===== src/rtl/add16_arbiter.sv =====
// Two-requester front end that time-shares a single 16-bit adder.
// Round-robin grant in IDLE, one-cycle EXEC, result held in DONE until taken.
module add16_arbiter #(
  parameter int WIDTH = 16
) (
  input  logic             clk,
  input  logic             rst,
  input  logic             req0_valid,
  input  logic [WIDTH-1:0] req0_x,
  input  logic [WIDTH-1:0] req0_y,
  output logic             req0_ready,
  input  logic             req1_valid,
  input  logic [WIDTH-1:0] req1_x,
  input  logic [WIDTH-1:0] req1_y,
  output logic             req1_ready,
  output logic             res_valid,
  input  logic             res_ready,
  output logic [WIDTH-1:0] res_z,
  output logic             res_id,
  output logic             res_sign,
  output logic             res_zero,
  output logic             res_carry,
  output logic             res_parity,
  output logic             res_overflow,
  output logic             busy
);

  typedef enum logic [1:0] {IDLE, EXEC, DONE} state_e;

  typedef struct packed {
    logic sign;
    logic zero;
    logic carry;
    logic parity;
    logic overflow;
  } flags_t;

  state_e           state_q, state_d;
  logic             last_grant_q, last_grant_d;
  logic [WIDTH-1:0] op_x_q, op_x_d;
  logic [WIDTH-1:0] op_y_q, op_y_d;
  logic             op_id_q, op_id_d;
  logic             res_valid_q, res_valid_d;
  logic [WIDTH-1:0] res_z_q, res_z_d;
  logic             res_id_q, res_id_d;
  flags_t           flags_q, flags_d;
  logic             gnt0, gnt1;
  logic [WIDTH:0]   sum;

  // NOTE: every signal gets a default before the case so no path leaves one unassigned (no latches).
  always_comb begin
    state_d      = state_q;
    last_grant_d = last_grant_q;
    op_x_d       = op_x_q;
    op_y_d       = op_y_q;
    op_id_d      = op_id_q;
    res_valid_d  = res_valid_q;
    res_z_d      = res_z_q;
    res_id_d     = res_id_q;
    flags_d      = flags_q;
    gnt0         = 1'b0;
    gnt1         = 1'b0;
    sum          = {1'b0, op_x_q} + {1'b0, op_y_q};

    case (state_q)
      IDLE: begin
        // Readies are suppressed while rst is high, even though the state already reads IDLE.
        if (!rst) begin
          if (req0_valid && req1_valid) begin
            gnt0 = last_grant_q;
            gnt1 = ~last_grant_q;
          end else begin
            gnt0 = req0_valid;
            gnt1 = req1_valid;
          end
        end
        if (gnt0 || gnt1) begin
          op_x_d       = gnt1 ? req1_x : req0_x;
          op_y_d       = gnt1 ? req1_y : req0_y;
          op_id_d      = gnt1;
          last_grant_d = gnt1;
          state_d      = EXEC;
        end
      end
      EXEC: begin
        res_z_d          = sum[WIDTH-1:0];
        res_id_d         = op_id_q;
        flags_d.sign     = sum[WIDTH-1];
        flags_d.zero     = (sum[WIDTH-1:0] == '0);
        flags_d.carry    = sum[WIDTH];
        flags_d.parity   = ~^sum[WIDTH-1:0];
        flags_d.overflow = (op_x_q[WIDTH-1] == op_y_q[WIDTH-1]) &&
                           (sum[WIDTH-1] != op_x_q[WIDTH-1]);
        res_valid_d      = 1'b1;
        state_d          = DONE;
      end
      DONE: begin
        if (res_ready) begin
          res_valid_d = 1'b0;
          state_d     = IDLE;
        end
      end
      default: state_d = IDLE;
    endcase
  end

  // NOTE: sequential state uses non-blocking assignments so all flops update from pre-edge values.
  always_ff @(posedge clk or posedge rst) begin
    if (rst) begin
      state_q      <= IDLE;
      last_grant_q <= 1'b1;
      res_valid_q  <= 1'b0;
      res_z_q      <= '0;
      res_id_q     <= 1'b0;
      flags_q      <= '0;
    end else begin
      state_q      <= state_d;
      last_grant_q <= last_grant_d;
      res_valid_q  <= res_valid_d;
      res_z_q      <= res_z_d;
      res_id_q     <= res_id_d;
      flags_q      <= flags_d;
    end
  end

  // NOTE: operand registers are pure datapath, always written before use, so they carry no reset.
  always_ff @(posedge clk) begin
    op_x_q  <= op_x_d;
    op_y_q  <= op_y_d;
    op_id_q <= op_id_d;
  end

  assign req0_ready   = gnt0;
  assign req1_ready   = gnt1;
  assign res_valid    = res_valid_q;
  assign res_z        = res_z_q;
  assign res_id       = res_id_q;
  assign res_sign     = flags_q.sign;
  assign res_zero     = flags_q.zero;
  assign res_carry    = flags_q.carry;
  assign res_parity   = flags_q.parity;
  assign res_overflow = flags_q.overflow;
  assign busy         = (state_q != IDLE);

endmodule


===== config.mk =====
export PLATFORM = sky130hd
export DESIGN_NAME = add16_arbiter
export DESIGN_NICKNAME = d
export VERILOG_FILES = /design/src/rtl/add16_arbiter.sv
export SDC_FILE = /design/constraint.sdc
export NUM_CORES = 1
export LEC_CHECK = 0
export BUFFER_PORTS_ARGS = -buffer_cell sky130_fd_sc_hd__buf_2
export CAP_MARGIN = 15
export CORE_ASPECT_RATIO = 0.6
export CORE_MARGIN = 1
export CORE_UTILIZATION = 27
export CTS_CLUSTER_DIAMETER = 30
export DETAILED_ROUTE_END_ITERATION = 8
export HOLD_SLACK_MARGIN = 0.06
export PLACE_DENSITY = 0.58
export RECOVER_POWER = 100
export SETUP_SLACK_MARGIN = 0.1
export SYNTH_ARGS = -nofsm -noshare
export SYNTH_HDL_FRONTEND = slang
export SYNTH_SLANG_ARGS = --single-unit
export TNS_END_PERCENT = 1

===== constraint.sdc =====
create_clock -name clk -period 3.4 [get_ports clk]
set_input_delay 0.17 -clock clk [delete_from_list [all_inputs] [get_ports clk]]
set_output_delay 0.17 -clock clk [all_outputs]
set_load 0.02 [all_outputs]

==> impl_metrics.toml, run 1 <==
[synth]
synth_top_family_by_area = "compound AO/OA/AOI/OAI gates"
ys_seq_area_frac = 0.461
synthCells = 316
async_flop_share = 0.431
yosysTopAreaCell = "edfxtp_1"
synth_fa_ha_area_frac = 0.0913
synthXorXnorAreaFrac = 0.0400
ys.warnings.count = 0
ys_ff_latch = 58
synth_cell_types = 50
syn-mean-instance-area_um2 = 11.1
synth_edf_count = 33
synthSimpleGateAreaFrac = 0.106
synth_compound_area_frac = 0.161
yosys.area.top_type_share = 0.283
synthMuxAreaShare = 0.106
synthFlopType = "edfxtp_1"
synthTopCellsByArea = "edfxtp_1 28%, dfrtp_1 17%, mux2_2 10%"
synth_nets = 410
syn_area_um2 = 3510

[global_routing]
grt_start_max_net_pins = 34
grt_use_met1 = 0.222
use_met3 = 0.0434
grt_pass1_wl_um = 13800
antenna_found_initial = 0
grt_pass1_vias = 2621
grt_overflow = 0
grt_busiest_layer = "met1"
track_usage = 0.137
met2_usage = 0.165

[power_and_ir_drop]
p_leak_nw = 1.89
p_per_area_nw_per_um2 = 907
p_total_mw = 4.05
ir_drop_mv = 0.316

[critical_path]
r2r-start = "op_x_q[1]"
path_class = "flip-flop to flip-flop"
crit_fanout = 7
cp-start-kind = "flip-flop"
r2r-end = "res_parity"
rr_worst_depth = 11
rrSetupSlack_ps = 320
critPathRequiredTime_ps = 3570
cp_data_arrival_time_ps = 3260
cp-end-kind = "flip-flop"

[final_layout]
fin_nets = 508
layout-drive-gt1-share = 0.305
layout_commonest_cell = "buf_2"
final_cells = 584
post-route-util = 0.361
area_growth_pct = 27.3
final_area_um2 = 4470
antenna_cells = 0
final_cell_mix = "67 x buf_2, 38 x nand2_1, 33 x edfxtp_1, 29 x clkbuf_1, 28 x mux2_2"

[placed_design]
gp_congestion = 0.799
dp_hpwl_um = 6600
placed_cell_area_um2 = 4160
dp_cells = 566
pre_cts_ws_ps = 292
port_buffers = 94

[die]
core_um2 = 12400
die_h_um = 90.3
std_cell_rows = 31
ios = 95
dieArea_um2 = 13500
dieWidth_um = 149
start_util = 0.283

[clocking]
clock_latency_ps = 330
clockBufferDepth = 2
cts-root-buf = "clkbuf_16"
numClockSinks = 58
numCtsBuffers = 9
cts_htree_levels = 3
cts.clk_slew.worst_paths_ps = 50
tritoncts = "built"

[sta]
slew_viol_final = 0
rsz0062_at_grt = "false"
finalCritPeriodShare = 0.907
period_needed_ps = 3080
setup_tns_ps = 0
fin_ws_ps = 316
finalHoldViolCount = 0
worst_pin_slew_ps = 1340
timing.hold.ws_ps = 139
max_freq_mhz = 324
finalSetupViolations = 0
relSlewSlack = 0.105
finalClockSkew_ps = 6.18

[job]
max_cap_viol_count = 0

[detailed_routing]
vias = 2697
drtPass1Iterations = 4
drt_iter0_markers = 154
post_drt_wl_per_cell_um = 14.9
via_per_inst = 4.62
antenna_left = 0
drc = 0
drt-total-wl_um = 8690

[min_path]
hp-class = "primary input to flip-flop"
hp-start = "req1_y[15]"
min_to = "op_y_q[15]"
min_path_cells = 2

[status]
status = "completed"
-- power by group --
part	leakage [nW]	internal (mW)	switching (mW)
registers	0.619	1.01	0.122
clock network	0.158	0.595	0.309
logic	1.11	0.822	1.20
total	1.89	2.42	1.63
-- final cells by class --
type                    instances  area, um^2
flip-flops and latches         58        1620
multi-input cells             230        1800
well taps                     165         206
fillers                      1267        7910
clock buffers                  12         289
repair buffers                101         484
clock inverters                 4        20.0
inverters                      14        52.6
-- registers in the layout (all words and copies together), names as in the netlist --
| register | count |
|---|---|
| res_overflow | 1 |
| state_q | 2 |
| op_x_q | 16 |
| res_valid | 1 |
| op_y_q | 16 |
| res_z | 16 |
| res_carry | 1 |
| res_zero | 1 |
| last_grant_q | 1 |
| res_id | 1 |
| op_id_q | 1 |
| res_parity | 1 |
-- worst max-delay path, stage by stage (launching register included) --
cell	delay (ps)
edfxtp_1	390
ha_1	330
a211o_1	310
a21oi_2	390
a211oi_1	200
nor2b_1	180
xor2_1	270
ha_1	300
xnor2_1	180
xnor2_1	160
xnor2_1	130
o21ai_0	90
-- layer usage --
metal / vias up / wire length, um
met2: 86 / 3110
met3: 5 / 493
met4: 0 / 47
met1: 1239 / 5040
met5: - / 0
li1: 1367 / -
-- kinds of logic (layout without fill, tap and decap cells) --
kind of cell / Yosys count / in the layout
AO/OA/AOI/OAI: 78 / 78
XOR/XNOR: 16 / 16
adder cells (fa/ha/maj): 25 / 25
buffers and inverters: 28 / 131
flip-flops: 58 / 58
multiplexers: 33 / 33
AND/OR/NAND/NOR: 78 / 78
-- how the worst max path moves through the flow --
stage,start,end,slack (ps),cells after the start
floorplan,op_x_q[0],res_parity,570,13
global placement,op_x_q[0],res_parity,330,13
detailed placement,op_x_q[0],res_parity,290,13
CTS,op_x_q[0],res_parity,280,13
global route,op_x_q[6],res_parity,100,10
finish,op_x_q[1],res_parity,320,11
-- timing repair --
item | in CTS | in global routing
endpoints found under the setup margin | 0 | 1
hold buffers | 2 | 0
setup buffers | 0 | 0
gates resized for setup | 0 | 5
endpoints found under the hold margin | 25 | 0
-- synth_stat cells (3+ instances only) --
cell type  count
mux2_2        32
a21o_1         3
inv_1         14
xnor2_1       11
nand4_1        6
a211oi_2       4
xor2_1         5
a21oi_1       12
ha_1          24
or2_1          4
clkbuf_1       3
dfrtp_1       24
nor3_1         4
nand2_1       38
o21ai_0       17
buf_2         10
a21oi_2        4
nor2b_1        4
o31ai_1        5
a211o_1        3
o21a_1         5
edfxtp_1      33
a211oi_1       6
nand2b_1       5
nor2_1         8
No activity file was read; power rests on OpenSTA's default activity.
==> run 2, diff against run 1 <==
--- a/config.mk
+++ b/config.mk
@@ -8,7 +8,7 @@
 export BUFFER_PORTS_ARGS = -buffer_cell sky130_fd_sc_hd__buf_2
 export CAP_MARGIN = 15
 export CORE_ASPECT_RATIO = 0.6
-export CORE_MARGIN = 1
+export CORE_MARGIN = 5
 export CORE_UTILIZATION = 27
 export CTS_CLUSTER_DIAMETER = 30
 export DETAILED_ROUTE_END_ITERATION = 8
==> impl_metrics.toml, run 2 (synthesis gave the netlist of run 1 again) <==
[sta]
rsz0062_at_grt = "false"
fin_ws_ps = 296
finalHoldViolCount = 0
max_freq_mhz = 322
slew_viol_final = 0
finalClockSkew_ps = 5.91
period_needed_ps = 3100
relSlewSlack = 0.115
finalCritPeriodShare = 0.913
worst_pin_slew_ps = 1330
finalSetupViolations = 0
setup_tns_ps = 0
timing.hold.ws_ps = 144

[final_layout]
final_area_um2 = 4450
layout-drive-gt1-share = 0.289
nFillCells = 1302
final_cell_mix = "66 x buf_2, 38 x nand2_1, 33 x edfxtp_1, 31 x clkbuf_1, 26 x mux2_2"
area_growth_pct = 27.0
fin_nets = 507
antenna_cells = 0
final_cells = 588
seq_area_um2 = 1620
post-route-util = 0.349
layout_commonest_cell = "buf_2"
multi_input_area_um2 = 1780

[clocking]
cts-root-buf = "clkbuf_16"
clockBufferDepth = 2
numCtsBuffers = 9
cts_htree_levels = 3
numClockSinks = 58
cts.clk_slew.worst_paths_ps = 50
clock_latency_ps = 330
tritoncts = "built"
postCtsSetupRepairBufs = 0

[global_routing]
grt_pass1_vias = 2694
grt_start_max_net_pins = 36
grt_pass1_wl_um = 14200
antenna_found_initial = 0
grt_overflow = 0
track_usage = 0.119

[critical_path]
cp_data_arrival_time_ps = 3260
cp_top_family = "adder cells"
critPathRequiredTime_ps = 3560
cp-start-kind = "flip-flop"
cp-startpoint = "op_x_q[0]"
slowest_delay_ps = 390
crit_chain = "ha_1 > inv_1 > fa_1 > nand2b_1 > a21oi_4 > o2111ai_1 > and3_1 > or2_2 > ha_1 > xor2_1 > xnor2_1 > xnor2_1 > o21ai_0"
r2r-start = "op_x_q[0]"
cp-end-kind = "flip-flop"
crit_fanout = 4
crit_slowest_cell = "fa_1"
path_class = "flip-flop to flip-flop"
worstPathBufferInverterCount = 1

[placed_design]
dp_cells = 570
pre_cts_ws_ps = 320
dp_hpwl_um = 6950
gp_congestion = 0.867
placed_cell_area_um2 = 4160
port_buffers = 94

[status]
status = "completed"

[power_and_ir_drop]
ir_drop_mv = 0.461
p_total_mw = 4.04
p_leak_nw = 1.88
p_per_area_nw_per_um2 = 907

[detailed_routing]
vias = 2709
drtPass1Iterations = 4
drt_iter0_markers = 164
wl_met2_um = 3160
drt-total-wl_um = 8940
highest_layer = "met4"
via_per_inst = 4.61
post_drt_wl_per_cell_um = 15.2
wl_met1_um = 4960
drc = 0
route.met3.wl_um = 776
antenna_left = 0

[job]
max_cap_viol_count = 0

[die]
start_util = 0.275
core_um2 = 12800
ios = 95
dieArea_um2 = 15400
dieWidth_um = 157
die_h_um = 98.3
std_cell_rows = 32

[min_path]
hp-class = "primary input to flip-flop"
hp-start = "req1_x[2]"
## run 2: routing by layer
metal,global-route usage,vias to the layer above
li1,-,1363
met1,0.193,1242
met2,0.145,99
met3,0.0469,5
met4,0.0218,0
met5,0,-
## run 2: repair_timing
action                     in CTS  in global routing
hold buffers                    2                  0
setup endpoints to repair       0                  1
hold endpoints to repair       25                  0
resized for setup               0                  1
## run 2: worst register-to-register path, cell delays in order (launching register included)
cell       delay (ps)
edfxtp_1          330
ha_1              190
inv_1              60
fa_1              390
nand2b_1          220
a21oi_4           190
o2111ai_1         180
and3_1            230
or2_2             280
ha_1              310
xor2_1            150
xnor2_1           190
xnor2_1           130
o21ai_0            80
## run 2: area by class of cell
type | count | share of cell area
multi-input combinational | 230 | 0.399
clock inverter | 3 | 0.00337
sequential | 58 | 0.363
inverter | 14 | 0.0118
tap | 170 | 0.0478
timing repair buffer | 100 | 0.107
clock buffer | 13 | 0.0683
## run 2: where the power goes
group	switching, mW	leakage, nW	internal [mW]
combinational	1.18	1.10	0.806
clock	0.309	0.161	0.622
sequential	0.111	0.619	1.01
total	1.61	1.88	2.43
## run 2: final timing paths
check	slack, ps	end	depth (start not counted)
worst max register to register	300	res_parity	13
max in group asynchronous	2600	last_grant_q	4
min in group asynchronous	500	state_q[0]	4
worst max-delay path	300	res_parity	13
worst min register to register	460	res_id	2
worst min-delay path	140	op_x_q[2]	2
